==> src/rtl/i2c_tx_sequencer.sv <==
// i2c_tx_sequencer: sequences one I2C write transaction (start + address
// byte, DEPTH-limited payload from a local byte buffer, stop) by issuing
// command strobes to a downstream byte-level I2C master.
//
// Ports:
//   clk, reset         rising-edge clock, synchronous active-low reset
//   wr_en/wr_addr/wr_data  byte-buffer write port (ignored while busy)
//   go, slave_addr, byte_cnt  transaction request and its parameters
//   m_ready, tx_done   master ready level and byte-complete pulse
//   busy, done, err    transaction status (done/err are one-cycle pulses)
//   bytes_sent         payload bytes completed in current/last transaction
//   tx_data            byte presented to the master
//   start, stop, i2c_en  command strobes to the master
module i2c_tx_sequencer #(
   parameter int unsigned DEPTH = 8
) (
   input  logic       clk,
   input  logic       reset,
   input  logic       wr_en,
   input  logic [2:0] wr_addr,
   input  logic [7:0] wr_data,
   input  logic       go,
   input  logic [6:0] slave_addr,
   input  logic [3:0] byte_cnt,
   input  logic       m_ready,
   input  logic       tx_done,
   output logic       busy,
   output logic       done,
   output logic       err,
   output logic [3:0] bytes_sent,
   output logic [7:0] tx_data,
   output logic       start,
   output logic       stop,
   output logic       i2c_en
);

   localparam int unsigned AW = (DEPTH > 1) ? $clog2(DEPTH) : 1;

   typedef enum logic [2:0] {
      S_IDLE,
      S_START,
      S_WSTART,
      S_WDONE,
      S_WHOLD,
      S_WIDLE
   } state_t;

   state_t     state, state_nx;
   logic [3:0] idx, idx_nx;
   logic [3:0] cnt_q, cnt_nx;
   logic [6:0] addr_q, addr_nx;
   logic [3:0] bytes_sent_nx;
   logic [7:0] tx_data_nx;
   logic       busy_nx, done_nx, err_nx, start_nx, stop_nx, i2c_en_nx;
   logic       widle_first, widle_first_nx;

   logic [7:0] byte_buf [DEPTH];
   logic [3:0] wr_idx;

   assign wr_idx = {1'b0, wr_addr};

   // Payload buffer: writable only while idle, deliberately not reset.
   always_ff @(posedge clk) begin
      if (wr_en && !busy && (32'(wr_idx) < DEPTH)) begin
         byte_buf[AW'(wr_addr)] <= wr_data;
      end
   end

   // State and registered outputs.
   always_ff @(posedge clk) begin
      if (!reset) begin
         state       <= S_IDLE;
         idx         <= '0;
         cnt_q       <= '0;
         addr_q      <= '0;
         bytes_sent  <= '0;
         tx_data     <= '0;
         busy        <= 1'b0;
         done        <= 1'b0;
         err         <= 1'b0;
         start       <= 1'b0;
         stop        <= 1'b0;
         i2c_en      <= 1'b0;
         widle_first <= 1'b0;
      end else begin
         state       <= state_nx;
         idx         <= idx_nx;
         cnt_q       <= cnt_nx;
         addr_q      <= addr_nx;
         bytes_sent  <= bytes_sent_nx;
         tx_data     <= tx_data_nx;
         busy        <= busy_nx;
         done        <= done_nx;
         err         <= err_nx;
         start       <= start_nx;
         stop        <= stop_nx;
         i2c_en      <= i2c_en_nx;
         widle_first <= widle_first_nx;
      end
   end

   // Next-state and next-output logic; strobes default low every cycle.
   always_comb begin
      state_nx       = state;
      idx_nx         = idx;
      cnt_nx         = cnt_q;
      addr_nx        = addr_q;
      bytes_sent_nx  = bytes_sent;
      tx_data_nx     = tx_data;
      busy_nx        = busy;
      done_nx        = 1'b0;
      err_nx         = 1'b0;
      start_nx       = 1'b0;
      stop_nx        = 1'b0;
      i2c_en_nx      = 1'b0;
      widle_first_nx = 1'b0;

      // A go while a transaction is running is refused without side effects.
      if (go && (state != S_IDLE)) begin
         err_nx = 1'b1;
      end

      case (state)
         S_IDLE: begin
            if (go) begin
               if (32'(byte_cnt) <= DEPTH) begin
                  addr_nx       = slave_addr;
                  cnt_nx        = byte_cnt;
                  idx_nx        = '0;
                  bytes_sent_nx = '0;
                  busy_nx       = 1'b1;
                  tx_data_nx    = {slave_addr, 1'b0};
                  state_nx      = S_START;
               end else begin
                  err_nx = 1'b1;
               end
            end
         end

         S_START: begin
            tx_data_nx = {addr_q, 1'b0};
            if (m_ready) begin
               start_nx  = 1'b1;
               i2c_en_nx = 1'b1;
               state_nx  = S_WSTART;
            end
         end

         // i2c_en stays high until the master reports ready again.
         S_WSTART: begin
            if (m_ready) begin
               state_nx = S_WDONE;
            end else begin
               i2c_en_nx = 1'b1;
            end
         end

         // Index 0 here means the address byte, which is not payload.
         S_WDONE: begin
            if (tx_done) begin
               state_nx = S_WHOLD;
               if (idx != '0) begin
                  bytes_sent_nx = bytes_sent + 4'd1;
               end
            end
         end

         S_WHOLD: begin
            if (m_ready) begin
               i2c_en_nx = 1'b1;
               if (idx < cnt_q) begin
                  tx_data_nx = byte_buf[AW'(idx)];
                  idx_nx     = idx + 4'd1;
                  state_nx   = S_WDONE;
               end else begin
                  stop_nx        = 1'b1;
                  widle_first_nx = 1'b1;
                  state_nx       = S_WIDLE;
               end
            end
         end

         // First cycle skipped: m_ready may not yet reflect the stop command.
         S_WIDLE: begin
            if (!widle_first && m_ready) begin
               done_nx  = 1'b1;
               busy_nx  = 1'b0;
               state_nx = S_IDLE;
            end
         end

         default: begin
            state_nx = S_IDLE;
         end
      endcase
   end

endmodule

==> config.mk <==
export PLATFORM = sky130hd
export DESIGN_NAME = i2c_tx_sequencer
export DESIGN_NICKNAME = d
export VERILOG_FILES = /design/src/rtl/i2c_tx_sequencer.sv
export SDC_FILE = /design/constraint.sdc
export NUM_CORES = 1
export LEC_CHECK = 0
export CORE_MARGIN = 2
export CORE_UTILIZATION = 55
export CTS_CLUSTER_DIAMETER = 40
export DETAILED_ROUTE_END_ITERATION = 7
export DONT_BUFFER_PORTS = 1
export PLACE_DENSITY = 0.73
export RECOVER_POWER = 50
export SYNTH_ARGS = -nofsm -noshare
export SYNTH_HDL_FRONTEND = slang
export SYNTH_SLANG_ARGS = --single-unit
export TNS_END_PERCENT = 10
==> constraint.sdc <==
create_clock -name clk -period 3.16 [get_ports clk]
set_clock_uncertainty 0.2 [all_clocks]
set_input_delay 0.158 -clock clk [delete_from_list [all_inputs] [get_ports clk]]
set_output_delay 0.158 -clock clk [all_outputs]
set_load 0.05 [all_outputs]
==> results.sh, run 1 <==
export IMPL_diodes=0
export IMPL_nNetsFinal=381
export IMPL_slew_headroom_pct=36.6
export IMPL_fillerInstances=579
export IMPL_cts_buffers_inserted=9
export IMPL_rsz0062_at_grt="false"
export IMPL_vias_per_cell=5.91
export IMPL_layout_common_cells="64 x edfxtp_1, 39 x dfxtp_1, 32 x dlygate4sd3_1"
export IMPL_top_layer="met4"
export IMPL_final_cell_area_sq_um=4880
export IMPL_worst_hold_path_type="input pin to register"
export IMPL_critPathKind="register to register"
export IMPL_vias=2681
export IMPL_start_util_pct=56.2
export IMPL_die_w_um=92.4
export IMPL_min_period_over_period_pct=78.7
export IMPL_cts_num_sinks=103
export IMPL_globalRouteOverflowTotal=0
export IMPL_final_max_slew_viol_count=0
export IMPL_cts_tree="yes"
export IMPL_synth_net_count=349
export IMPL_hold_violations=0
export IMPL_wl_met3_um=440
export IMPL_min_path_cells=2
export IMPL_ir_worst_vdd_uv=381
export IMPL_synth_seq_area_share_pct=62.9
export IMPL_drive_above_1_share_pct=11.9
export IMPL_outcome="finished, final reports clean"
export IMPL_clock_root_buffer="clkbuf_8"
export IMPL_rr_worst_depth=6
export IMPL_grt_max_degree=27
export IMPL_clk_pin_slew_ns=0.10
export IMPL_wl_met2_um=4430
export IMPL_coreArea_sq_um=7650
export IMPL_worstPathArrival_ns=2.61
export IMPL_die_area_sq_um=8540
export IMPL_h_tree_depth=3
export IMPL_syn_inst=315
export IMPL_crit_buf_inv=1
export IMPL_worstHoldStart="wr_en"
export IMPL_netlist_area_sq_um=4300
export IMPL_portBuffers=0
export IMPL_reg2reg_from="state[2]$_SDFFE_PN0P_"
export IMPL_die_y_um=92.4
export IMPL_routedWlPerCell_um=19.1
export IMPL_startpoint_type="register"
export IMPL_crit_family="flip-flops"
export IMPL_antenna_found_initial=0
export IMPL_r2r_end="i2c_en$_SDFF_PN0_"
export IMPL_crit_chain="nand2_1 -> nor2_1 -> a21oi_1 -> o21ai_0 -> and2_1 -> dlygate4sd3_1"
export IMPL_synth_warnings=0
export IMPL_dp_cells=406
export IMPL_seq_area_sq_um=2700
export IMPL_setup_viol=0
export IMPL_fin_tns_setup_ns=0
export IMPL_synth_edf_count=64
export IMPL_cap_violations=0
export IMPL_pre_cts_ws_ns=0.731
export IMPL_max_stage_delay_ns=0.96
export IMPL_multi_input_area_sq_um=1470
export IMPL_ioPinCount=46
export IMPL_worstMarginPinSlew_ns=0.949
export IMPL_synth_ff_type="edfxtp_1"
export IMPL_drt_initial_drc_count=119
export IMPL_fmax_mhz=402
export IMPL_critPathMaxFanout=26
export IMPL_antenna_left=0
export IMPL_leakagePower_uw=0.00162
export IMPL_final_common_cell="edfxtp_1"
export IMPL_synthArstFlopShare_pct=0
export IMPL_area_growth_pct=13.6
export IMPL_clock_latency_ns=0.37
export IMPL_required_ns=3.28
export IMPL_reg2reg_slack_ns=0.67
export IMPL_power_density_nw_per_um2=628
export IMPL_drt_met1_wl_um=3700
export IMPL_rows=32
export IMPL_holdPathEnd="byte_buf[1][0]$_DFFE_PP_"
export IMPL_placed_cell_area_sq_um=4390
export IMPL_grt_usage_pct=21.5
export IMPL_wirelength_um=8670
export IMPL_grt_pass1_vias=2647
export IMPL_cp_slowest_cell="dfxtp_1"
export IMPL_clock_tree_buffer_depth=2
export IMPL_syn_avg_cell_area_sq_um=13.6
export IMPL_finalCriticalPeriod_ns=2.49
export IMPL_drcViolationCount=0
export IMPL_setup_ws_ns=0.672
export IMPL_cp_end_kind="register"
export IMPL_synthDistinctLibCells=45
export IMPL_ys_ff_latch=103
export IMPL_gp_congestion=0.795
export IMPL_dp_hpwl_um=5790
export IMPL_stdcell_count=454
export IMPL_first_pass_iters=4
export IMPL_grt_pass1_wl_um=13800
logic make-up (layout without fill, tap and decap cells):
| group | count (synthesis) | count (layout) | synth area share [%] |
|---|---|---|---|
| DFF | 103 | 103 | 62.9 |
| and+or+nand+nor | 79 | 79 | 8.79 |
| AOI/OAI and AO/OA | 69 | 69 | 11.7 |
| muxes | 29 | 29 | 11.4 |
| buffers and inverters | 26 | 63 | 2.88 |
| adders and majority gates | 6 | 6 | 1.75 |
| xor gates and xnor gates | 3 | 3 | 0.611 |
area by class of cell:
type / instances / area share [%]
flip-flops and latches: 103 / 55.3
multi-input cells: 186 / 30.2
repair buffers: 39 / 7.48
clock buffers: 10 / 2.61
well taps: 102 / 2.61
clock inverters: 6 / 1.18
inverters: 8 / 0.615
per-stage QoR:
stage               total power [uW]  hold WS (ns)  util (%)
floorplan                       2170        0.0569         -
detailed placement              2260        0.0572      57.3
global placement                2240        0.0572      57.3
CTS                             3080       0.00938      64.0
global route                    3210        0.0195      63.9
finish                          3070        0.0230      63.9
cell usage after synthesis, types with 6 or more instances:
cell type	n	area share, %
edfxtp_1	64	45
dfxtp_1	39	18
nor2_1	31	2.7
mux4_2	16	8.4
nand2_1	16	1.4
a22oi_1	14	2.4
mux2i_1	13	3.0
a21oi_1	12	1.4
o21ai_0	11	1.3
a22o_1	8	1.6
buf_2	8	0.93
inv_1	8	0.70
nor3_1	8	0.93
a31oi_1	7	1.0
ha_1	6	1.7
metal layers:
layer,vias up,track usage (%)
met5,-,0
met4,0,5.97
met3,10,5.70
met2,73,36.9
met1,1315,27.2
li1,1283,-
registers in the layout, summed over array words and instances, names as in the netlist, named ones only:
name / cells
i2c_en: 1
err: 1
addr_q: 7
tx_data: 8
widle_first: 1
cnt_q: 4
start: 1
state: 3
done: 1
byte_buf: 64
busy: 1
idx: 4
bytes_sent: 4
timing repair:
action | CTS | global route
buffers inserted | 0 | 0
hold endpoints to repair | 131 | 0
hold buffers | 32 | 0
resized for setup | 0 | 0
worst max path at each step:
stage,start,to,cells after the start
2_1_floorplan,busy$_SDFFE_PN0P_,byte_buf[2][0]$_DFFE_PP_,1
3_3_place_gp,state[2]$_SDFFE_PN0P_,idx[1]$_SDFFE_PN0P_,5
3_5_place_dp,state[2]$_SDFFE_PN0P_,register,5
4_1_cts,state[2]$_SDFFE_PN0P_,i2c_en$_SDFF_PN0_,6
5_1_grt,state[2]$_SDFFE_PN0P_,i2c_en$_SDFF_PN0_,6
6_report,state[2]$_SDFFE_PN0P_,i2c_en$_SDFF_PN0_,6
where the power goes:
group | internal, uW | total, uW | switching, uW
clock | 308 | 781 | 473
combinational | 215 | 488 | 273
sequential | 1520 | 1800 | 279
total | 2040 | 3070 | 1030
Note: power is estimated with default switching activity, not from simulation.
==> run 2: changes to the inputs <==
==> constraint.sdc (replaced) <==
create_clock -name clk -period 2.4 [get_ports clk]
set_clock_uncertainty 0.2 [all_clocks]
set_input_delay 0.12 -clock clk [delete_from_list [all_inputs] [get_ports clk]]
set_output_delay 0.12 -clock clk [all_outputs]
set_load 0.05 [all_outputs]
==> results.sh, run 2 (synthesis gave the netlist of run 1 again) <==
export IMPL_dp_hpwl_um=5750
export IMPL_top_layer="met4"
export IMPL_hold_violations=0
export IMPL_reg2reg_from="idx[1]$_SDFFE_PN0P_"
export IMPL_cts_buffers_inserted=9
export IMPL_fin_util_pct=64.7
export IMPL_fmax_mhz=473
export IMPL_die_y_um=92.4
export IMPL_slew_headroom_pct=51.3
export IMPL_outcome="finished, final reports clean"
export IMPL_wl_met3_um=459
export IMPL_wl_met2_um=4600
export IMPL_ir_worst_vdd_uv=491
export IMPL_antenna_left=0
export IMPL_final_max_slew_viol_count=0
export IMPL_drcViolationCount=0
export IMPL_startpoint_type="register"
export IMPL_critPathKind="register to register"
export IMPL_leakagePower_uw=0.00166
export IMPL_cts_num_sinks=103
export IMPL_grt_usage_pct=22.1
export IMPL_start_util_pct=56.2
export IMPL_min_period_over_period_pct=88.2
export IMPL_finalCriticalPeriod_ns=2.12
export IMPL_antenna_found_initial=0
export IMPL_area_growth_pct=15.0
export IMPL_drt_met1_wl_um=3660
export IMPL_ioPinCount=46
export IMPL_seq_area_sq_um=2700
export IMPL_globalRouteOverflowTotal=0
export IMPL_rows=32
export IMPL_gp_congestion=0.828
export IMPL_layout_common_cells="64 x edfxtp_1, 39 x dfxtp_1, 31 x nor2_1"
export IMPL_die_w_um=92.4
export IMPL_rsz0062_at_grt="false"
export IMPL_worst_hold_path_type="input pin to register"
export IMPL_portBuffers=0
export IMPL_regMostFlops="byte_buf"
export IMPL_grt_pass1_wl_um=14200
export IMPL_worstHoldStart="wr_addr[1]"
export IMPL_routedWlPerCell_um=19.0
export IMPL_drt_initial_drc_count=171
export IMPL_cp_end_kind="register"
export IMPL_rr_worst_depth=7
export IMPL_r2r_end="tx_data[0]$_SDFFE_PN0P_"
export IMPL_postCtsSetupBuffers=0
export IMPL_final_common_cell="edfxtp_1"
export IMPL_cap_violations=0
export IMPL_cts_resized=0
export IMPL_setup_viol=0
export IMPL_worstMarginPinSlew_ns=0.731
export IMPL_clock_root_buffer="clkbuf_8"
export IMPL_min_path_cells=3
export IMPL_first_pass_iters=4
export IMPL_coreArea_sq_um=7650
export IMPL_cts_tree="yes"
export IMPL_h_tree_depth=3
export IMPL_clk_pin_slew_ns=0.10
export IMPL_vias_per_cell=5.83
export IMPL_fin_hold_ws_ns=0.00971
export IMPL_clock_latency_ns=0.36
export IMPL_worstPathArrival_ns=2.21
export IMPL_diodes=0
export IMPL_fillerInstances=581
export IMPL_reg2reg_slack_ns=0.28
export IMPL_nNetsFinal=391
export IMPL_grt_max_degree=26
export IMPL_largest_reg_flops=64
export IMPL_required_ns=2.49
export IMPL_die_area_sq_um=8540
export IMPL_vias=2706
export IMPL_drive_above_1_share_pct=14.1
export IMPL_multi_input_area_sq_um=1470
export IMPL_wirelength_um=8800
export IMPL_reg_top3="byte_buf: 64 flops, tx_data: 8 flops, addr_q: 7 flops"
export IMPL_power_density_nw_per_um2=834
export IMPL_clock_tree_buffer_depth=2
export IMPL_fin_tns_setup_ns=0
export IMPL_grt_pass1_vias=2776
export IMPL_critPathMaxFanout=16
export IMPL_holdPathEnd="byte_buf[3][0]$_DFFE_PP_"
-- run 2: changes by cell type in the layout (fill, tap and decap cells not counted) --
cell / change
buf_4: +10
clkbuf_1: +5
dlygate4sd3_1: -4
inv_6: -2
bufinv_16: +1
clkinvlp_4: +1
inv_8: -1
-- run 2: cell type report --
type	instances	share of cell area, %
Multi-Input combinational cell	186	29.8
Tap cell	102	2.58
Sequential cell	103	54.6
Inverter	8	0.607
Clock buffer	11	2.66
Clock inverter	5	1.34
Timing Repair Buffer	49	8.40
-- run 2: how the worst max path moves through the flow --
stage,startpoint,end,slack [ns]
after CTS,idx[1]$_SDFFE_PN0P_,tx_data[6]$_SDFFE_PN0P_,0.29
after global routing,idx[1]$_SDFFE_PN0P_,tx_data[3]$_SDFFE_PN0P_,0.07
after global placement,idx[1]$_SDFFE_PN0P_,tx_data[0]$_SDFFE_PN0P_,0.40
after floorplan,busy$_SDFFE_PN0P_,byte_buf[2][0]$_DFFE_PP_,0.32
final,idx[1]$_SDFFE_PN0P_,tx_data[0]$_SDFFE_PN0P_,0.28
after detailed placement,idx[1]$_SDFFE_PN0P_,tx_data[0]$_SDFFE_PN0P_,0.34
-- run 2: worst max-delay path, stage by stage, from the launching register on --
cell and delay [ns]:
dfxtp_1 0.36, ha_1 0.24, nor3b_1 0.26, o21ai_0 0.15
buf_4 0.17, o32ai_4 0.32, nand4_1 0.16, o22ai_1 0.18
-- run 2: metal layers --
| metal | track usage, % | up-vias |
|---|---|---|
| met5 | 0 | - |
| met4 | 6.72 | 0 |
| met3 | 4.64 | 6 |
| met2 | 38.8 | 64 |
| met1 | 27.7 | 1333 |
| li1 | - | 1303 |
-- run 2: repair_timing --
action	CTS	global route
hold buffers	28	0
endpoints found under the hold margin	137	0
setup endpoints to repair	0	0
-- run 2: report_power, final --
part	leakage [uW]	switching, uW	internal (uW)	total, uW
Combinational	0.000663	454	308	762
Clock	0.0000961	586	496	1080
Sequential	0.000898	281	2000	2280
Total	0.00166	1320	2800	4120
-- run 2: through the flow --
| stage | setup WS [ns] | cells | power (uW) | instance area (sq um) |
|---|---|---|---|---|
| global route | 0.0717 | 464 | 4310 | 4950 |
| finish | 0.284 | 464 | 4120 | 4950 |
| global placement | 0.402 | 420 | 3000 | 4490 |
| floorplan | 0.318 | 315 | 2860 | 4300 |
| detailed placement | 0.340 | 420 | 3020 | 4490 |
| CTS | 0.288 | 464 | 4140 | 4970 |
